## config.mk

```make
export PLATFORM = sky130hd
export DESIGN_NAME = auto_guesser_flat
export DESIGN_NICKNAME = d
export VERILOG_FILES = /design/src/rtl/auto_guesser_if.sv /design/src/rtl/auto_guesser.sv /design/src/flat_wrapper.sv
export SDC_FILE = /design/constraint.sdc
export NUM_CORES = 1
export LEC_CHECK = 0
export BUFFER_PORTS_ARGS = -buffer_cell sky130_fd_sc_hd__clkbuf_2
export CAP_MARGIN = 20
export CORE_MARGIN = 5
export CORE_UTILIZATION = 64
export DETAILED_ROUTE_END_ITERATION = 10
export PLACE_DENSITY = 0.9
export SLEW_MARGIN = 40
export SYNTH_ARGS = -nofsm -noshare
export SYNTH_HDL_FRONTEND = slang
export SYNTH_SLANG_ARGS = --single-unit
```

## constraint.sdc

```tcl
create_clock -name clk -period 11.14 [get_ports clk]
set_clock_uncertainty 0.15 [all_clocks]
set_input_delay 0.557 -clock clk [delete_from_list [all_inputs] [get_ports clk]]
set_output_delay 0.557 -clock clk [all_outputs]
set_load 0.02 [all_outputs]
```

## src/rtl/auto_guesser_if.sv

```systemverilog
// Guess interface between the automatic player and the game datapath.
//   user_number       : current guess, driven by the player
//   guess_trigger     : one-cycle pulse latching user_number into the guess stage
//   comparison_result : 00 equal, 01 guess too low, 10 guess too high, 11 invalid
//   game_over         : end-of-game flag from the game controller
interface auto_guesser_if #(
    parameter int unsigned WIDTH = 7
);
    logic [WIDTH-1:0] user_number;
    logic             guess_trigger;
    logic [1:0]       comparison_result;
    logic             game_over;

    // Player side
    modport master (
        output user_number,
        output guess_trigger,
        input  comparison_result,
        input  game_over
    );

    // Game side
    modport slave (
        input  user_number,
        input  guess_trigger,
        output comparison_result,
        output game_over
    );
endinterface

```

## src/rtl/auto_guesser.sv

```systemverilog
// Automatic binary-search player for the up/down guessing game.
// Ports:
//   clk, reset      : rising-edge clock, asynchronous active-high reset
//   start_i         : one-cycle request to begin a search (ignored while busy)
//   gif             : guess interface, player (master) side
//   busy_o          : high from DRIVE through EVAL
//   done_o          : secret found; found_number_o valid
//   fail_o          : search gave up (inconsistent answers, invalid result, game over)
//   found_number_o  : matching guess
//   guess_count_o   : guesses issued in the current or last search
module auto_guesser #(
    parameter int unsigned WIDTH       = 7,
    parameter int unsigned SETTLE      = 2,
    parameter int unsigned MAX_GUESSES = 8
) (
    input  logic               clk,
    input  logic               reset,
    input  logic               start_i,
    auto_guesser_if.master     gif,
    output logic               busy_o,
    output logic               done_o,
    output logic               fail_o,
    output logic [WIDTH-1:0]   found_number_o,
    output logic [3:0]         guess_count_o
);

    localparam logic [WIDTH-1:0] MAX_NUM   = {WIDTH{1'b1}};
    localparam logic [WIDTH-1:0] START_MID = MAX_NUM >> 1;

    typedef enum logic [2:0] {
        S_IDLE,
        S_DRIVE,
        S_WAIT,
        S_EVAL,
        S_DONE,
        S_FAIL
    } state_t;

    state_t           state_q;
    logic [WIDTH-1:0] lo_q, hi_q;
    logic [3:0]       cnt_q;
    logic [3:0]       count_q;
    logic [WIDTH-1:0] user_number_q;
    logic             trig_q;
    logic             busy_q, done_q, fail_q;
    logic [WIDTH-1:0] found_q;

    logic [WIDTH-1:0] lo_d, hi_d, mid_d;
    state_t           eval_state_d;

    // Floor midpoint computed one bit wider so lo + hi never wraps
    function automatic logic [WIDTH-1:0] mid_of(input logic [WIDTH-1:0] a,
                                                 input logic [WIDTH-1:0] b);
        logic [WIDTH:0] sum;
        sum = {1'b0, a} + {1'b0, b};
        return sum[WIDTH:1];
    endfunction

    // EVAL decision: narrow the range and pick the follow-up state.
    // user_number_q equals the midpoint issued in the preceding DRIVE.
    always_comb begin
        lo_d         = lo_q;
        hi_d         = hi_q;
        eval_state_d = S_FAIL;
        case (gif.comparison_result)
            2'b00: eval_state_d = S_DONE;
            2'b01: begin
                if (user_number_q != MAX_NUM) begin
                    lo_d         = user_number_q + WIDTH'(1);
                    eval_state_d = S_DRIVE;
                end
            end
            2'b10: begin
                if (user_number_q != '0) begin
                    hi_d         = user_number_q - WIDTH'(1);
                    eval_state_d = S_DRIVE;
                end
            end
            default: eval_state_d = S_FAIL;
        endcase
        if (eval_state_d == S_DRIVE && (lo_d > hi_d || count_q == 4'(MAX_GUESSES)))
            eval_state_d = S_FAIL;
        if (gif.game_over && gif.comparison_result != 2'b00)
            eval_state_d = S_FAIL;
        mid_d = mid_of(lo_d, hi_d);
    end

    // Search FSM; every output is set on the transition into the state it belongs to
    always_ff @(posedge clk or posedge reset) begin
        if (reset) begin
            state_q       <= S_IDLE;
            lo_q          <= '0;
            hi_q          <= MAX_NUM;
            cnt_q         <= '0;
            count_q       <= '0;
            user_number_q <= '0;
            trig_q        <= 1'b0;
            busy_q        <= 1'b0;
            done_q        <= 1'b0;
            fail_q        <= 1'b0;
            found_q       <= '0;
        end else begin
            trig_q <= 1'b0;
            case (state_q)
                S_IDLE, S_DONE, S_FAIL: begin
                    if (start_i) begin
                        lo_q          <= '0;
                        hi_q          <= MAX_NUM;
                        count_q       <= 4'd1;
                        done_q        <= 1'b0;
                        fail_q        <= 1'b0;
                        found_q       <= '0;
                        user_number_q <= START_MID;
                        trig_q        <= 1'b1;
                        busy_q        <= 1'b1;
                        state_q       <= S_DRIVE;
                    end
                end
                S_DRIVE: begin
                    cnt_q   <= 4'(SETTLE);
                    state_q <= S_WAIT;
                end
                S_WAIT: begin
                    if (cnt_q <= 4'd1)
                        state_q <= S_EVAL;
                    else
                        cnt_q <= cnt_q - 4'd1;
                end
                S_EVAL: begin
                    lo_q    <= lo_d;
                    hi_q    <= hi_d;
                    state_q <= eval_state_d;
                    case (eval_state_d)
                        S_DONE: begin
                            done_q  <= 1'b1;
                            found_q <= user_number_q;
                            busy_q  <= 1'b0;
                        end
                        S_DRIVE: begin
                            user_number_q <= mid_d;
                            trig_q        <= 1'b1;
                            count_q       <= count_q + 4'd1;
                        end
                        default: begin
                            fail_q <= 1'b1;
                            busy_q <= 1'b0;
                        end
                    endcase
                end
                default: state_q <= S_IDLE;
            endcase
        end
    end

    assign gif.user_number   = user_number_q;
    assign gif.guess_trigger = trig_q;
    assign busy_o            = busy_q;
    assign done_o            = done_q;
    assign fail_o            = fail_q;
    assign found_number_o    = found_q;
    assign guess_count_o     = count_q;

endmodule

```

## src/flat_wrapper.sv

```systemverilog
// flat-port wrapper written by rule: the top's interface ports become plain ports
module auto_guesser_flat 
#(
    parameter int unsigned WIDTH       = 7,
    parameter int unsigned SETTLE      = 2,
    parameter int unsigned MAX_GUESSES = 8
)
  (clk, reset, start_i, busy_o, done_o, fail_o, found_number_o, guess_count_o, gif_user_number, gif_guess_trigger, gif_comparison_result, gif_game_over);
  auto_guesser_if #(.WIDTH(WIDTH)) gif_i ();
  input  logic clk;
  input  logic reset;
  input  logic start_i;
  output logic busy_o;
  output logic done_o;
  output logic fail_o;
  output logic [WIDTH-1:0] found_number_o;
  output logic [3:0] guess_count_o;
  output wire logic [$bits(gif_i.user_number)-1:0] gif_user_number;
  output wire logic [$bits(gif_i.guess_trigger)-1:0] gif_guess_trigger;
  input wire logic [$bits(gif_i.comparison_result)-1:0] gif_comparison_result;
  input wire logic [$bits(gif_i.game_over)-1:0] gif_game_over;
  assign gif_user_number = gif_i.user_number;
  assign gif_guess_trigger = gif_i.guess_trigger;
  assign gif_i.comparison_result = gif_comparison_result;
  assign gif_i.game_over = gif_game_over;
  auto_guesser #(.WIDTH(WIDTH), .SETTLE(SETTLE), .MAX_GUESSES(MAX_GUESSES)) u_core (.clk(clk), .reset(reset), .start_i(start_i), .gif(gif_i), .busy_o(busy_o), .done_o(done_o), .fail_o(fail_o), .found_number_o(found_number_o), .guess_count_o(guess_count_o));
endmodule
```

Word level (Yosys, flattened, before mapping)
Cells that the tools add are included.
{ "word_totals": {"register_bits": 43, "in_bits": 6, "output_inout_bits": 22, "elab_cells": 92} }
{ "classes": {"n_addsub": 5, "magnitude_cmp": 2, "eq_ne": 19, "n_mux": 37, "n_reduce_logical": 18} }
{ "ops": {"columns": ["operator", "n"], "rows": [
  ["7-bit 2-to-1 mux", 9],
  ["7-bit case mux with 2 select lines", 4],
  ["3-bit 2-to-1 mux", 6],
  ["4-bit case mux with 2 select lines", 2],
  ["4-bit 2-to-1 mux", 3],
  ["3-bit case mux with 4 select lines", 1],
  ["3-bit AND reduction", 4],
  ["2-bit inequality test, second input constant", 5],
  ["3-bit by 1-bit == test with 1-bit output, second input constant", 3],
  ["3-bit == test, second input constant", 3],
  ["3-bit case mux with 3 select lines", 1],
  ["7-bit by 7-bit adder with 8-bit output", 1],
  ["1-bit case mux with 2 select lines", 4],
  ["7-bit by 1-bit adder with 7-bit output, second input constant", 1],
  ["7-bit greater-than comparator", 1],
  ["1-bit 2-to-1 mux", 7],
  ["7-bit inequality test, second input constant", 1],
  ["7-bit nonzero test", 1],
  ["7-bit by 1-bit subtractor with 7-bit output, second input constant", 1],
  ["3-bit by 2-bit == test with 1-bit output, second input constant", 2],
  ["2-bit AND reduction", 3],
  ["2-bit nonzero test", 3],
  ["4-bit by 1-bit adder with 4-bit output, second input constant", 1],
  ["4-bit == test, second input constant", 1],
  ["other kinds (11)", 13]
]} }

Longest topological paths before layout
{ "depth": {"depth_word": 12, "ltp_mapped": 20, "depth_no_buf": 18} }

Worst setup path after synthesis
OpenSTA, ideal clock, no wires.
{ "synth_timing": {"path_type": "register to register", "startpoint": "reg u_core.user_number_q[0], in the netlist u_core.gif.user_number[0]", "endpoint": "reg u_core.count_q[3], in the netlist u_core.guess_count_o[3]", "setup_ns": 0.137, "t_arrival_ns": 3.990, "t_required_ns": 10.853, "path_slack_ns": 6.863, "path_stages_with_launch": 21, "path_buffers": 2, "synth_period_minus_slack_ns": 4.277, "path_cell_list": "dfrtp_1 -> inv_1 -> ha_1 -> nor2b_1 -> a21boi_1 -> buf_2 -> nand2_1 -> o21ai_1 -> inv_1 -> ha_1 -> or3_1 -> and4bb_1 -> a21oi_1 -> or3_4 -> inv_2 -> ha_1 -> and2_1 -> clkbuf_1 -> nand4_1 -> xor2_1 -> nor2_1"} }
{ "synth_via": {"elab_chain_len": 11, "word_cells_on_any_way": 20, "classes_between": "2 x add/sub; 1 x order compare; 4 x eq/ne; 9 x mux; 4 x reduce/logical"} }
{ "synth_lines": {"columns": ["item", "line", "source"], "rows": [
  ["start: declaration", "auto_guesser.sv:43", "logic [WIDTH-1:0] user_number_q;"],
  ["start signal: assignment", "auto_guesser.sv:140", "user_number_q <= mid_d;"],
  ["7-bit by 1-bit adder with 7-bit output, or another cell as far along", "auto_guesser.sv:69", "lo_d = user_number_q + WIDTH'(1);"],
  ["7-bit 2-to-1 mux, on equally long branches", "auto_guesser.sv:68, auto_guesser.sv:74", null],
  ["7-bit 2-to-1 mux", "auto_guesser.sv:65", "case (gif.comparison_result)"],
  ["7-bit greater-than comparator", "auto_guesser.sv:81", "if (eval_state_d == S_DRIVE && (lo_d > hi_d || count_q == 4'(MAX_GUESSES)))"],
  ["1-bit logical OR", "auto_guesser.sv:81", null],
  ["1-bit logical AND", "auto_guesser.sv:81", null],
  ["3-bit 2-to-1 mux (*)", "auto_guesser.sv:81", null],
  ["3-bit 2-to-1 mux (*)", "auto_guesser.sv:83", "if (gif.game_over && gif.comparison_result != 2'b00)"],
  ["3-bit by 1-bit == test with 1-bit output (*)", "auto_guesser.sv:133", "case (eval_state_d)"],
  ["2-bit inequality test (no source line) (*)", null, null],
  ["3-bit AND reduction (no source line) (*)", null, null],
  ["end signal: assignment", "auto_guesser.sv:142", "count_q <= count_q + 4'd1;"],
  ["end: declaration", "auto_guesser.sv:42", "logic [3:0] count_q;"]
]} }
Every way passes the cells marked *; elsewhere a longest branch is shown, timed or not.
A chain may end at the register's enable or synchronous reset.

Worst setup path after layout
Ends and elaborated chain as after synthesis.

==> results.md <==
* Fmax at roughly 210 MHz
* Combinational share of power at 0.510
* Tot GR Track Use at 0.250
* Post-Layout Inst Area at 0.00298 mm²
* Yosys reg bits at 43
* CP delay by family, top: simple AND/OR/NAND/NOR gates
* Mux share of post-synthesis cell area at 0.00411
* Core Area at 0.00409 mm²
* Clk_lat worst skew at 0.30 ns
* Critical Path AT at 4.84 ns
* First-pass iteration count of the detailed router at 5
* Crit path launch type: register
* Iteration-0 DRC Markers at 233
* Synthesized area at 0.00274 mm²
* RSZ-0062 raised after global routing: false
* Grt peak-use layer: met2
* Reg2reg end: u_core.guess_count_o[3]
* Total setup buffers inserted after CTS at 0
* Slew Limit Fails at 0
* Hold Crit Class: in -> async
* Non-filler cells, final at 385
* Fill cells at 296
* Gpl congestion at 0.885
* Post-DP Area at roughly 0.0029 mm²
* Die Ht at 75.5 µm
* TritonCTS clock tree: yes
* Max-Cap Viols at 0
* FF-to-FF path depth at 17
* Transition time at the pin with the least slew margin at 0.665 ns
* CTS Hold Bufs at 0
* Predominant post-synthesis flop cell: dfrtp_1
* Met2 Resource Use GR at 0.406
* CTS root buf: clkbuf_8
* Die area at 0.00569 mm²
* Crit-path max FO at 15
* P_int at between 300 and 400 µW
* Yosys cell types at 50
* Switching Fraction at 0.473
* Number of port buffers at 27
* FP Rows at 23
* Psw at roughly 360 µW
* Number of antenna cells inserted at 0
* Slew HR at 0.555
* Syn_nets at 343
* Synth Area in Adders at 0.112
* Final HPWL DP at 4710 µm
* Vias at 2,394
* Simple-gate portion of the synthesized area at 0.173
* Clock-pin slew on the worst setup and hold paths at 0.09 ns
* Inst Count DP at 377
* Most used cell, CP: ha_1
* Drt total wl at 6500 µm
* Layout cell share with drive strength beyond 1 at 0.152
* Stages on worst setup path at 17
* Layout Nets at 364
* Fin crit share at 0.433
* Residual DRC at 0
* Setup TNS after final layout at 0 ns
* Cells after Synth at between 300 and 400
* CP Class: reg -> reg
* Compound-Gate Fraction of Synth Area at 0.214
* Met1 GRT Util at 0.329
* CTS max path bufs at 2
* Final setup violation count at 0
* Wire per inst at between 15 and 20 µm
* CTS buffer count at 5
* XOR/XNOR share of the synthesized area at 0.0447
* R2R setup slack at 6.32 ns
* Commonest non-fill, non-tap cells in the layout: nand2_1 (39), dfrtp_1 (36), clkbuf_2 (27)
* Clock power frac at 0.130
* Crit path cell chain: inv_1 > ha_1 > nor2b_1 > a21boi_2 > nand2_1 > o21a_1 > ha_1 > or3_1 > and4bb_1 > a21oi_1 > or3_4 > inv_2 > ha_1 > and2_1 > nand4_1 > xor2_1 > nor2_1
* Outcome: finished clean
* Buffers plus inverters on the worst setup path at 2
* VDD IR max at 0.147 mV
* Critical path capture point type: register
* Synth warn at 0
* Leak Pwr at 1.38 nW
* Number of global-route vias before repair at 2,282
* Final Critical Period at 4.82 ns
* Post-synth EDFFs at 0
* Num ports at 28
* FFs w/ async S/R, synth at 1.00
* Cts repair resizes at 0
* Largest family of logic cells by synthesized area: compound AO/OA/AOI/OAI gates
* Largest net degree at the start of global routing at 44
* Starting Density at 0.671
* Antenna violations before repair at 0
* DIE WIDTH at 75.5 µm
* Pwr/cell area at approximately 250 mW/mm²
* Sequential share of the synthesized area at 0.396
* Global route overflow at 0
* Part of the power in registers at 0.360
* Critical path's largest stage delay at 0.52 ns
* DR vias/cell at 6.22
* Final Hold Viols at 0
* R2R Path Start: u_core.gif.user_number[0]
* Most common cell after layout, fill and taps aside: nand2_1
* Average size of a mapped cell at a little under 9 µm²
* Area growth, synth to finish at 8.58%
* Number of routed nets with antenna violations at 0
* First-pass GRT wire length at 10,800 µm
* Worst path slowest cell: a21boi_2
* Max H-tree Level at 2
* CTS sink count at 43
* WP data required at 11.16 ns
* Grt met3 use at 0.0462
## cells in the mapped netlist, types with 2 or more instances
library cell | number | area [µm²]
o21ai_0 | 17 | 85.1
ha_1 | 23 | 288
nand3_1 | 8 | 40.0
o21ai_1 | 21 | 105
a31oi_1 | 5 | 31.3
o21a_1 | 5 | 37.5
dfstp_2 | 7 | 184
and2_1 | 2 | 12.5
o22a_1 | 5 | 43.8
inv_1 | 24 | 90.1
xnor2_1 | 8 | 70.1
o21bai_1 | 2 | 15.0
o31ai_1 | 2 | 15.0
or2_1 | 2 | 12.5
dfrtp_1 | 36 | 901
a21oi_1 | 20 | 100
nor2_1 | 17 | 63.8
nor2b_1 | 7 | 43.8
nand2b_1 | 2 | 12.5
nor3_1 | 9 | 45.0
clkbuf_1 | 6 | 22.5
a21o_1 | 2 | 15.0
nand2_1 | 39 | 146
or3_1 | 3 | 18.8
buf_2 | 8 | 40.0
a32oi_1 | 3 | 26.3
nand4_1 | 2 | 12.5
xor2_1 | 6 | 52.6
## state kept, by name, summed over array words and instances (netlist names)
name,flops
u_core.busy_o,1
u_core.found_number_o,7
u_core.gif.user_number,7
u_core.guess_count_o,4
u_core.state_q,3
u_core.gif.guess_trigger,1
u_core.cnt_q,4
u_core.done_o,1
u_core.fail_o,1
u_core.lo_q,7
u_core.hi_q,7
## logic make-up (layout without fill, tap and decap cells)
kind of cell | after synthesis | count (layout)
buf+inv | 39 | 61
fa+ha+maj | 24 | 24
flops | 43 | 43
simple gates | 98 | 98
mux | 1 | 1
xor+xnor | 14 | 14
compound gates | 94 | 94
## power groups by stage
stage	combinational (mW)	sequential, mW	clock, mW
after floorplan	0.282	0.270	0
after global placement	0.365	0.269	0
after detailed placement	0.376	0.273	0
after CTS	0.383	0.271	0.0998
after global routing	0.427	0.280	0.108
final	0.386	0.273	0.0984
## cell type report
cell class                 count  area [µm²]  area share
multi-input combinational    231        1510       0.507
sequential                    43        1080       0.364
timing repair buffer          28         143      0.0479
inverter                      25        93.8      0.0315
clock buffer                   6        72.6      0.0244
tap                           50        62.6      0.0210
clock inverter                 2        12.5     0.00420
## per-stage QoR
stage	utilization	hold WS [ns]	total power, mW	setup slack [ns]
final	0.729	0.210	0.757	6.32
after global routing	0.729	0.284	0.815	6.00
after CTS	0.728	0.237	0.753	6.16
after detailed placement	0.707	0.315	0.650	6.23
after global placement	0.706	0.308	0.635	6.41
after floorplan	-	0.300	0.552	6.86
## routing by layer
layer / vias up / wire, µm
li1: 1127 / -
met3: 13 / 520
met4: 0 / 142
met2: 107 / 3110
met5: - / 0
met1: 1147 / 2720
## worst min-delay path, cell delays in order
cell,delay (ns)
clkbuf_2,0.08
inv_1,0.04
buf_4,0.45
## how the worst max path moves through the flow
stage,slack (ns),start,endpoint
after floorplan,6.86,u_core.gif.user_number[0],u_core.guess_count_o[3]
after global placement,6.41,u_core.gif.user_number[1],u_core.guess_count_o[3]
after detailed placement,6.23,u_core.gif.user_number[1],u_core.guess_count_o[3]
after CTS,6.16,u_core.gif.user_number[1],u_core.guess_count_o[3]
after global routing,6.00,u_core.gif.user_number[0],u_core.guess_count_o[3]
final,6.32,u_core.gif.user_number[0],u_core.guess_count_o[3]
Note: power is estimated with default switching activity, not from simulation.
